===== config.mk =====
export PLATFORM = sky130hd
export DESIGN_NAME = au_add_c_pipe
export DESIGN_NICKNAME = d
export VERILOG_FILES = /design/src/rtl/au_add_pkg.sv /design/src/rtl/au_add_c_pipe_stage.sv /design/src/rtl/au_add_c_pipe.sv
export SDC_FILE = /design/constraint.sdc
export NUM_CORES = 1
export LEC_CHECK = 0
export ABC_CLOCK_PERIOD_IN_PS = 2600
export BUFFER_PORTS_ARGS = -buffer_cell sky130_fd_sc_hd__buf_2
export CORE_UTILIZATION = 55
export DETAILED_ROUTE_END_ITERATION = 6
export GPL_ROUTABILITY_DRIVEN = 0
export GPL_TIMING_DRIVEN = 0
export PLACE_DENSITY = 0.78
export SYNTH_ARGS = -nofsm -noshare
export SYNTH_HDL_FRONTEND = slang
export SYNTH_HIERARCHICAL = 1
export SYNTH_SLANG_ARGS = --single-unit
export TNS_END_PERCENT = 10

===== constraint.sdc =====
create_clock -name clk -period 2.6 [get_ports clk]
set_input_delay 0.39 -clock clk [delete_from_list [all_inputs] [get_ports clk]]
set_output_delay 0.39 -clock clk [all_outputs]
set_load 0.05 [all_outputs]

===== src/rtl/au_add_pkg.sv =====
// rtl/au_add_pkg.sv - chunk geometry helpers and ARCH range shared by the pipelined adder
package au_add_pkg;

    localparam int ARCH_MIN = 0;
    localparam int ARCH_MAX = 2;

    function automatic int chunk_w(input int width, input int stages);
        return (width + stages - 1) / stages;
    endfunction

    function automatic int chunk_lo(input int k, input int cw);
        return k * cw;
    endfunction

    function automatic int chunk_hi(input int k, input int cw, input int width);
        return ((k + 1) * cw < width) ? (k + 1) * cw - 1 : width - 1;
    endfunction

endpackage


===== src/rtl/au_add_c_pipe_stage.sv =====
// rtl/au_add_c_pipe_stage.sv - one chunk adder plus its stage register (AU_ADD_C_PIPE_OVF_EN adds ovf_o)
module au_add_c_pipe_stage
    import au_add_pkg::*;
#(
    parameter int WIDTH = 8,
    parameter int LO    = 0,
    parameter int HI    = 3,
    parameter int ARCH  = 0
) (
    input  logic             clk,
    input  logic             rst,
    input  logic             en,
    input  logic             vld_i,
    input  logic             c_i,
    input  logic [WIDTH-1:0] a_i,
    input  logic [WIDTH-1:0] b_i,
    input  logic [WIDTH-1:0] s_i,
    output logic             vld_o,
    output logic             c_o,
    output logic [WIDTH-1:0] a_o,
    output logic [WIDTH-1:0] b_o,
    output logic [WIDTH-1:0] s_o
`ifdef AU_ADD_C_PIPE_OVF_EN
    ,
    output logic             ovf_o
`endif
);
    localparam int N = HI - LO + 1;

    logic [N-1:0] ca, cb, g, p, sum;
    logic [N:0]   cy;
    logic         gg, pp, c_out;

    // ARCH 0: ripple g/p chain; ARCH 1: group (G,P) prefix with carry-in applied last;
    // ARCH 2: behavioural add left to the synthesis tool.
    always_comb begin
        ca    = a_i[HI:LO];
        cb    = b_i[HI:LO];
        g     = ca & cb;
        p     = ca ^ cb;
        cy    = '0;
        cy[0] = c_i;
        gg    = 1'b0;
        pp    = 1'b1;
        for (int i = 0; i < N; i++) begin
            gg = g[i] | (p[i] & gg);
            pp = pp & p[i];
            if (ARCH == 0) cy[i+1] = g[i] | (p[i] & cy[i]);
            else           cy[i+1] = gg | (pp & c_i);
        end
        if (ARCH == 2) begin
            {c_out, sum} = {1'b0, ca} + {1'b0, cb} + {{N{1'b0}}, c_i};
        end else begin
            sum   = p ^ cy[N-1:0];
            c_out = cy[N];
        end
    end

    logic             vld_q, vld_d, c_q, c_d;
    logic [WIDTH-1:0] a_q, a_d, b_q, b_d, s_q, s_d;

    always_comb begin
        vld_d = vld_q;
        c_d   = c_q;
        a_d   = a_q;
        b_d   = b_q;
        s_d   = s_q;
        if (en) begin
            vld_d        = vld_i;
            c_d          = c_out;
            a_d          = a_i;
            b_d          = b_i;
            s_d          = s_i;
            s_d[HI:LO]   = sum;
        end
    end

    always_ff @(posedge clk) begin
        if (rst) begin
            vld_q <= 1'b0;
            c_q   <= 1'b0;
            a_q   <= '0;
            b_q   <= '0;
            s_q   <= '0;
        end else begin
            vld_q <= vld_d;
            c_q   <= c_d;
            a_q   <= a_d;
            b_q   <= b_d;
            s_q   <= s_d;
        end
    end

    assign vld_o = vld_q;
    assign c_o   = c_q;
    assign a_o   = a_q;
    assign b_o   = b_q;
    assign s_o   = s_q;

`ifdef AU_ADD_C_PIPE_OVF_EN
    // Carry into the chunk MSB recovered from the sum bit, so it works for every ARCH.
    logic ovf_q, ovf_d;

    always_comb begin
        ovf_d = ovf_q;
        if (en) ovf_d = (sum[N-1] ^ ca[N-1] ^ cb[N-1]) ^ c_out;
    end

    always_ff @(posedge clk) begin
        if (rst) ovf_q <= 1'b0;
        else     ovf_q <= ovf_d;
    end

    assign ovf_o = ovf_q;
`endif

endmodule


===== src/rtl/au_add_c_pipe.sv =====
// rtl/au_add_c_pipe.sv - pipelined chunked adder with carry-in/out and valid/ready (AU_ADD_C_PIPE_OVF_EN adds ovf)
module au_add_c_pipe
    import au_add_pkg::*;
#(
    parameter int WIDTH  = 8,
    parameter int STAGES = 2,
    parameter int ARCH   = 0
) (
    input  logic             clk,
    input  logic             rst,
    input  logic             in_valid,
    output logic             in_ready,
    input  logic [WIDTH-1:0] a,
    input  logic [WIDTH-1:0] b,
    input  logic             ci,
    output logic             out_valid,
    input  logic             out_ready,
    output logic [WIDTH-1:0] s,
    output logic             co
`ifdef AU_ADD_C_PIPE_OVF_EN
    ,
    output logic             ovf
`endif
);
    localparam int CW = chunk_w(WIDTH, STAGES);

    if (WIDTH < 1 || STAGES < 1 || STAGES > WIDTH || chunk_lo(STAGES - 1, CW) >= WIDTH) begin : g_bad_chunking
        $fatal(1, "au_add_c_pipe: WIDTH=%0d STAGES=%0d leaves an empty chunk", WIDTH, STAGES);
    end
    if (ARCH < ARCH_MIN || ARCH > ARCH_MAX) begin : g_bad_arch
        $fatal(1, "au_add_c_pipe: ARCH=%0d out of range", ARCH);
    end

    logic             en;
    logic             v_pipe [STAGES+1];
    logic             c_pipe [STAGES+1];
    logic [WIDTH-1:0] a_pipe [STAGES+1];
    logic [WIDTH-1:0] b_pipe [STAGES+1];
    logic [WIDTH-1:0] s_pipe [STAGES+1];

    // Global stall: every stage advances together, so holding the last stage holds all.
    assign en        = !out_valid || out_ready;
    assign in_ready  = en;

    assign v_pipe[0] = in_valid;
    assign c_pipe[0] = ci;
    assign a_pipe[0] = a;
    assign b_pipe[0] = b;
    assign s_pipe[0] = '0;

`ifdef AU_ADD_C_PIPE_OVF_EN
    logic ov_pipe [STAGES];
    assign ovf = ov_pipe[STAGES-1];
`endif

    for (genvar k = 0; k < STAGES; k++) begin : g_stage
        au_add_c_pipe_stage #(
            .WIDTH (WIDTH),
            .LO    (chunk_lo(k, CW)),
            .HI    (chunk_hi(k, CW, WIDTH)),
            .ARCH  (ARCH)
        ) u_stage (
            .clk   (clk),
            .rst   (rst),
            .en    (en),
            .vld_i (v_pipe[k]),
            .c_i   (c_pipe[k]),
            .a_i   (a_pipe[k]),
            .b_i   (b_pipe[k]),
            .s_i   (s_pipe[k]),
            .vld_o (v_pipe[k+1]),
            .c_o   (c_pipe[k+1]),
            .a_o   (a_pipe[k+1]),
            .b_o   (b_pipe[k+1]),
            .s_o   (s_pipe[k+1])
`ifdef AU_ADD_C_PIPE_OVF_EN
            ,
            .ovf_o (ov_pipe[k])
`endif
        );
    end

    assign out_valid = v_pipe[STAGES];
    assign s         = s_pipe[STAGES];
    assign co        = c_pipe[STAGES];

endmodule

# == Yosys cells after proc, flatten, opt, wreduce, memory -nomap -nowiden ==
# Index checks and enable logic that the tools add are counted.
# classes
add_sub_neg,0
mul,0
div,0
magnitude_cmp,0
eq_ne,0
shift,0
n_mux,0
bitwise_logic,22
reduce_logical,2
# ops
op,count
4-bit bitwise XOR,4
1-bit bitwise AND,8
4-bit bitwise AND,2
1-bit OR,8
1-bit zero test,1
1-bit logical OR,1
# word_totals
register_bits,32
latchBits,0
ramBits,0
rom_bits,0
input_bits,21
output_inout_bits,11
memories,0

# == Longest topological paths before layout ==
# Gate-level depths: netlist of the first run.
# depth
depth_word,9
ltp_mapped,8

# == By module ==
# Netlist of the first run, hierarchy kept.
# by_module_without_submodules
module,instances,cells_each,area_per_inst_um2,seq_area_each_um2
au_add_c_pipe_stage at g_stage[1].u_stage,1,95,1032.2,520.5
au_add_c_pipe_stage at g_stage[0].u_stage,1,95,1028.5,520.5
au_add_c_pipe,1,2,10.0,0.0

# == Worst setup path after synthesis of the first run ==
# Ideal clock, no wire load.
# synth_timing
path_kind,input port to flip-flop
from,input a[0]
to,register g_stage[0].u_stage.s_q[3]
setup_ns,0.086
t_arrival_ns,2.039
t_required_ns,2.514
setup_slack_ns,0.476
cell_stages,8
path_buffers,0
path_cell_list,inv_1 fa_1 inv_1 fa_1 fa_1 inv_1 fa_1 a211oi_1
# synth_between
elab_chain_len,8
elab_cells_between_ends,9
# synth_lines
item,line,text
"start, declared",au_add_c_pipe.sv:13,"input logic [WIDTH-1:0] a,"
4-bit bitwise XOR,au_add_c_pipe_stage.sv:40,p = ca ^ cb;
1-bit bitwise AND,au_add_c_pipe_stage.sv:48,if (ARCH == 0) cy[i+1] = g[i] | (p[i] & cy[i]);
1-bit OR *,au_add_c_pipe_stage.sv:48,
1-bit bitwise AND *,au_add_c_pipe_stage.sv:48,
1-bit OR *,au_add_c_pipe_stage.sv:48,
1-bit bitwise AND *,au_add_c_pipe_stage.sv:48,
1-bit OR *,au_add_c_pipe_stage.sv:48,
4-bit bitwise XOR *,au_add_c_pipe_stage.sv:54,sum = p ^ cy[N-1:0];
"end signal, assigned",au_add_c_pipe_stage.sv:84,s_q <= '0;
"end signal, assigned",au_add_c_pipe_stage.sv:90,s_q <= s_d;
"end, declared",au_add_c_pipe_stage.sv:60,"logic [WIDTH-1:0] a_q, a_d, b_q, b_d, s_q, s_d;"
# Every way passes the cells marked *; elsewhere a longest branch is shown, timed or not.
# A chain may end at the register's enable or synchronous reset.

# == Worst setup path in the final report of the first run ==
# layout_timing
from,register g_stage[0].u_stage.a_q[4]
to,register g_stage[1].u_stage.s_q[7]
# layout_between
elab_chain_len,8
elab_cells_between_ends,9
# layout_lines
item,line,text
"start, declared",au_add_c_pipe_stage.sv:60,
"start signal, assigned",au_add_c_pipe_stage.sv:82,a_q <= '0;
"start signal, assigned",au_add_c_pipe_stage.sv:88,a_q <= a_d;
4-bit bitwise XOR,au_add_c_pipe_stage.sv:40,
1-bit bitwise AND,au_add_c_pipe_stage.sv:48,
1-bit OR *,au_add_c_pipe_stage.sv:48,
1-bit bitwise AND *,au_add_c_pipe_stage.sv:48,
1-bit OR *,au_add_c_pipe_stage.sv:48,
1-bit bitwise AND *,au_add_c_pipe_stage.sv:48,
1-bit OR *,au_add_c_pipe_stage.sv:48,
4-bit bitwise XOR *,au_add_c_pipe_stage.sv:54,
"end signal, assigned",au_add_c_pipe_stage.sv:84,
"end signal, assigned",au_add_c_pipe_stage.sv:90,
"end, declared",au_add_c_pipe_stage.sv:60,
# Marks and branches as above.

==> flow_metrics.env, run 1 <==
export IMPL_status="completed"
export IMPL_drt_iter0_markers=2
export IMPL_p_clk_share_pct=24.7
export IMPL_grt_pass1_vias=710
export IMPL_max_cap_viol_count=0
export IMPL_cp_slowest_cell="fa_1"
export IMPL_clk_latency_ns=0.31
export IMPL_placedCellCount=161
export IMPL_slew_viol_final=0
export IMPL_p_comb_share_pct=22.0
export IMPL_arrival_ns=2.48
export IMPL_power_switching_uw=228
export IMPL_gr_total_overflow=0
export IMPL_num_rows=15
export IMPL_cts_resized_gates=0
export IMPL_path_depth=8
export IMPL_clk_pin_slew_ns=0.13
export IMPL_syn_avg_cell_area_um2=10.5
export IMPL_p_leak_uw=0.000756
export IMPL_synthCells=106
export IMPL_ir_worst_vdd_v=0.000402
export IMPL_finish_instance_area_um2=1330
export IMPL_layout_commonest_cell="buf_2"
export IMPL_cts_setup_buffers=0
export IMPL_grt_usage_pct=19.7
export IMPL_relSlewSlack_pct=83.5
export IMPL_cpLargestDelayFamily="adder cells"
export IMPL_core_um2=1820
export IMPL_cp_slowest_stage_delay_ns=0.41
export IMPL_placed_area_um2=1300
export IMPL_fin_crit_sh_pct=86.4
export IMPL_fmax_mhz=445
export IMPL_crit_required_ns=2.84
export IMPL_share_seq_of_total_power_pct=53.3
export IMPL_ant_nets=0
export IMPL_hpwlAfterDp_um=1480
export IMPL_start_util_pct=61.3
export IMPL_cp_common_cell="fa_1"
export IMPL_port_buffers=30
export IMPL_grt_start_max_net_pins=14
export IMPL_root_buffer="clkbuf_4"
export IMPL_area_growth_pct=19.5
export IMPL_yosysWarnings=6
export IMPL_cts_made_buffers=3
export IMPL_path_max_fanout=2
export IMPL_whs_ns=0.290
export IMPL_whs_path_depth=2
export IMPL_internal_power_uw=550
export IMPL_crit_path_start_kind="register"
export IMPL_drc=0
export IMPL_tritoncts="yes"
export IMPL_dr_pass1_iters=3
export IMPL_detail_route_wl_per_cell_um=11.2
export IMPL_synth_nets=135
export IMPL_die_area_um2=2210
export IMPL_fin_cells=165
export IMPL_setup_violations=0
export IMPL_clockBufferDepth=2
export IMPL_r2r_cells=8
export IMPL_die_x_um=47.0
export IMPL_hold_buffers=0
export IMPL_routed_via_density=4.60
export IMPL_worst_slew_pin_slew_ns=0.249
export IMPL_clock_skew_ns=0.00983
export IMPL_worstSetupEndpointType="register"
export IMPL_hold_violations=0
export IMPL_cts_max_level=1
export IMPL_hold_class="primary input to register"
export IMPL_antenna_found_initial=0
export IMPL_power_density_nw_per_um2=584
export IMPL_crit_chain="inv_1, fa_1, inv_1, fa_1, fa_1, inv_1, fa_1, a211oi_1"
export IMPL_filler_cell_count=156
export IMPL_rsz0062_at_grt="false"
export IMPL_die_h_um=47.0
export IMPL_final_cell_mix="buf_2 (36), nor2_1 (24), dfxtp_1 (24), mux2i_1 (18), inv_1 (14)"
export IMPL_setup_tns_final_ns=0
export IMPL_vias=759
export IMPL_routed_wl_um=1850
export IMPL_critical_path_buf_inv_count=3
export IMPL_grt_pass1_wl_um=2940
export IMPL_antennaDiodeCount=0
export IMPL_layout_nets=170
export IMPL_path_class="register to register"
export IMPL_netlist_area_um2=1120
export IMPL_drive_above_1_share_pct=33.6
export IMPL_clock_sinks=24
export IMPL_swShare_pct=29.3
export IMPL_min_period_ns=2.25
export IMPL_ios=32
[power groups by stage]
stage	registers (µW)	logic, µW	clock network, µW
finish	415	171	192
global route	419	187	217
CTS	416	173	199
detailed placement	424	172	0
global placement	423	168	0
floorplan	470	77.5	0
[registers in the layout, indices dropped and copies added (netlist names)]
signal and count:
g_stage.u_stage/s_o 12, g_stage.u_stage/a_o 4, g_stage.u_stage/vld_o 2, g_stage.u_stage/b_o 4
g_stage.u_stage/c_o 2
[per-stage QoR]
| stage | power [µW] | worst slack (ns) | util [%] |
|---|---|---|---|
| final | 779 | 0.354 | 73.3 |
| after global placement | 590 | 0.312 | 71.3 |
| after detailed placement | 596 | 0.283 | 71.3 |
| after floorplan | 547 | 0.476 | - |
| after CTS | 787 | 0.332 | 73.3 |
| after global routing | 823 | 0.280 | 73.3 |
[final cells by class]
| cell class | count | area, µm² | area share [%] |
|---|---|---|---|
| multi-input combinational | 57 | 492 | 36.9 |
| sequential | 24 | 480 | 36.0 |
| timing repair buffer | 30 | 150 | 11.3 |
| buffer | 11 | 91.3 | 6.85 |
| inverter | 14 | 52.6 | 3.94 |
| clock buffer | 4 | 36.3 | 2.72 |
| tap | 25 | 31.3 | 2.35 |
[layer usage]
metal | vias to the layer above | GRT usage [%] | share of wire (%)
met4 | 0 | 10.3 | 1.7
met2 | 20 | 32.8 | 48
li1 | 391 | - | -
met5 | - | 0 | 0
met3 | 4 | 2.31 | 3.5
met1 | 344 | 25.3 | 47
[final timing paths]
| check | from | endpoint | slack (ns) |
|---|---|---|---|
| worst max-delay path | g_stage[0].u_stage/a_o[4] | g_stage[1].u_stage/s_o[7] | 0.35 |
| worst min register to register | g_stage[0].u_stage/s_o[0] | g_stage[0].u_stage/s_o[0] | 0.48 |
| worst min-delay path | rst | g_stage[1].u_stage/vld_o | 0.29 |
| worst max register to register | g_stage[0].u_stage/a_o[4] | g_stage[1].u_stage/s_o[7] | 0.35 |
Power figures use the tool's default switching activity.
==> run 2, diff against run 1 <==
--- a/config.mk
+++ b/config.mk
@@ -12,6 +12,7 @@
 export GPL_ROUTABILITY_DRIVEN = 0
 export GPL_TIMING_DRIVEN = 0
 export PLACE_DENSITY = 0.78
+export SETUP_SLACK_MARGIN = 0.4
 export SYNTH_ARGS = -nofsm -noshare
 export SYNTH_HDL_FRONTEND = slang
 export SYNTH_HIERARCHICAL = 1
==> flow_metrics.env, run 2 (synthesis gave the netlist of run 1 again) <==
export IMPL_cpLargestDelayFamily="adder cells"
export IMPL_ant_nets=0
export IMPL_p_leak_uw=0.000753
export IMPL_largest_reg_flops=12
export IMPL_whs_ns=0.299
export IMPL_start_util_pct=61.3
export IMPL_hold_class="primary input to register"
export IMPL_drc=0
export IMPL_setup_violations=0
export IMPL_crit_chain="inv_1, fa_1, inv_1, fa_2, fa_2, inv_1, fa_1, a211oi_2"
export IMPL_ir_worst_vdd_v=0.000404
export IMPL_path_max_fanout=2
export IMPL_drive_above_1_share_pct=35.7
export IMPL_core_um2=1820
export IMPL_cp_common_cell="inv_1"
export IMPL_fmax_mhz=472
export IMPL_fin_cells=165
export IMPL_r2r_cells=8
export IMPL_arrival_ns=2.36
export IMPL_gr_total_overflow=0
export IMPL_num_rows=15
export IMPL_final_cell_mix="buf_2 (36), nor2_1 (24), dfxtp_1 (24), mux2i_1 (18), inv_1 (14)"
export IMPL_layout_commonest_cell="buf_2"
export IMPL_tritoncts="yes"
export IMPL_crit_path_start_kind="register"
export IMPL_setup_tns_final_ns=0
export IMPL_hold_buffers=0
export IMPL_max_cap_viol_count=0
export IMPL_drt_iter0_markers=19
export IMPL_worstSetupEndpointType="register"
export IMPL_grt_start_max_net_pins=14
export IMPL_hold_violations=0
export IMPL_relSlewSlack_pct=83.5
export IMPL_placedCellCount=161
export IMPL_min_period_ns=2.12
export IMPL_detail_route_wl_per_cell_um=11.4
export IMPL_min_from="rst"
export IMPL_path_class="register to register"
export IMPL_status="completed"
export IMPL_ios=32
export IMPL_clock_sinks=24
export IMPL_routed_via_density=4.64
export IMPL_hpwlAfterDp_um=1480
export IMPL_port_buffers=30
export IMPL_cts_max_level=1
export IMPL_fin_crit_sh_pct=81.4
export IMPL_clock_skew_ns=0.00684
export IMPL_min_to="g_stage[1].u_stage/s_o[7]"
export IMPL_dr_pass1_iters=6
export IMPL_critical_path_buf_inv_count=3
export IMPL_worstReg2RegEnd="g_stage[1].u_stage/s_o[7]"
export IMPL_filler_cell_count=155
export IMPL_crit_required_ns=2.84
export IMPL_multi_input_area_um2=502
export IMPL_power_density_nw_per_um2=581
export IMPL_final_seq_area_um2=480
export IMPL_antennaDiodeCount=0
export IMPL_whs_path_depth=2
export IMPL_root_buffer="clkbuf_4"
export IMPL_cp_slowest_cell="fa_1"
export IMPL_rsz0062_at_grt="false"
export IMPL_layout_nets=170
export IMPL_worst_slew_pin_slew_ns=0.249
export IMPL_grt_pass1_wl_um=2950
export IMPL_r2r_slack_ns=0.48
export IMPL_area_growth_pct=20.4
export IMPL_antenna_found_initial=0
export IMPL_routed_wl_um=1880
export IMPL_timing_rr_start="g_stage[0].u_stage/a_o[4]"
export IMPL_grt_pass1_vias=712
export IMPL_placed_area_um2=1300
export IMPL_cts_setup_buffers=0
export IMPL_cp_slowest_stage_delay_ns=0.43
export IMPL_vias=765
export IMPL_clockBufferDepth=2
export IMPL_grt_usage_pct=19.9
export IMPL_finish_instance_area_um2=1340
export IMPL_die_h_um=47.0
export IMPL_die_x_um=47.0
export IMPL_clk_pin_slew_ns=0.13
export IMPL_clk_latency_ns=0.31
export IMPL_die_area_um2=2210
export IMPL_slew_viol_final=0
export IMPL_cts_made_buffers=3
run 2: cell count changes in the layout (fill, tap and decap cells not counted):
| cell | previous run | this run |
|---|---|---|
| fa_2 | 0 | 2 |
| fa_1 | 8 | 6 |
| a211oi_2 | 2 | 3 |
| a211oi_1 | 4 | 3 |
run 2: how the worst max path moves through the flow:
stage,from,to,slack [ns],depth (start not counted)
finish,g_stage[0].u_stage/a_o[4],g_stage[1].u_stage/s_o[7],0.48,8
global route,g_stage[0].u_stage/a_o[4],g_stage[1].u_stage/s_o[7],0.42,8
CTS,g_stage[0].u_stage/a_o[4],g_stage[1].u_stage/s_o[7],0.41,8
detailed placement,a[0],g_stage[0].u_stage/s_o[3],0.28,9
global placement,a[0],g_stage[0].u_stage/s_o[3],0.31,9
floorplan,a[0],g_stage[0].u_stage/s_o[3],0.48,8
run 2: report_power, final:
group	total [µW]	switching (µW)	leakage, µW	internal, µW
Combinational	174	107	0.000533	67.4
Clock	191	106	0.0000210	85.5
Sequential	416	16.5	0.000199	399
Total	781	229	0.000753	552
run 2: worst reg2reg max path, delay by kind of cell, from the launching register on:
kind / cells / cell delay, ns
AO/OA/AOI/OAI: 1 / 0.22
adder cells (fa/ha/maj): 4 / 1.29
buffers and inverters: 3 / 0.20
flip-flops: 1 / 0.34
run 2: routing by layer:
metal  share of wire, %  up-vias  GRT usage [%]
met5                  0        -              0
met4               0.80        0           10.3
met3                4.6        2           2.31
met2                 49       26           33.3
met1                 46      343           25.3
li1                   -      394              -
run 2: metrics by stage:
| step | power, µW | utilization [%] | setup WS (ns) |
|---|---|---|---|
| after detailed placement | 596 | 71.3 | 0.283 |
| final | 781 | 73.8 | 0.482 |
| after global placement | 590 | 71.3 | 0.312 |
| after CTS | 790 | 73.7 | 0.406 |
| after global routing | 826 | 73.8 | 0.418 |
| after floorplan | 547 | - | 0.476 |
run 2: layout make-up:
class                           count  area share [%]
Multi-Input combinational cell     57            37.3
Sequential cell                    24            35.8
Timing Repair Buffer               30            11.2
Buffer                             11            6.80
Inverter                           14            3.91
Clock buffer                        4            2.70
Tap cell                           25            2.33
run 2: what timing repair did:
action,4_1_cts,5_1_grt
endpoints found under the setup margin,1,1
gates resized for setup,2,1
gates cloned,0,0
pin swaps,0,0
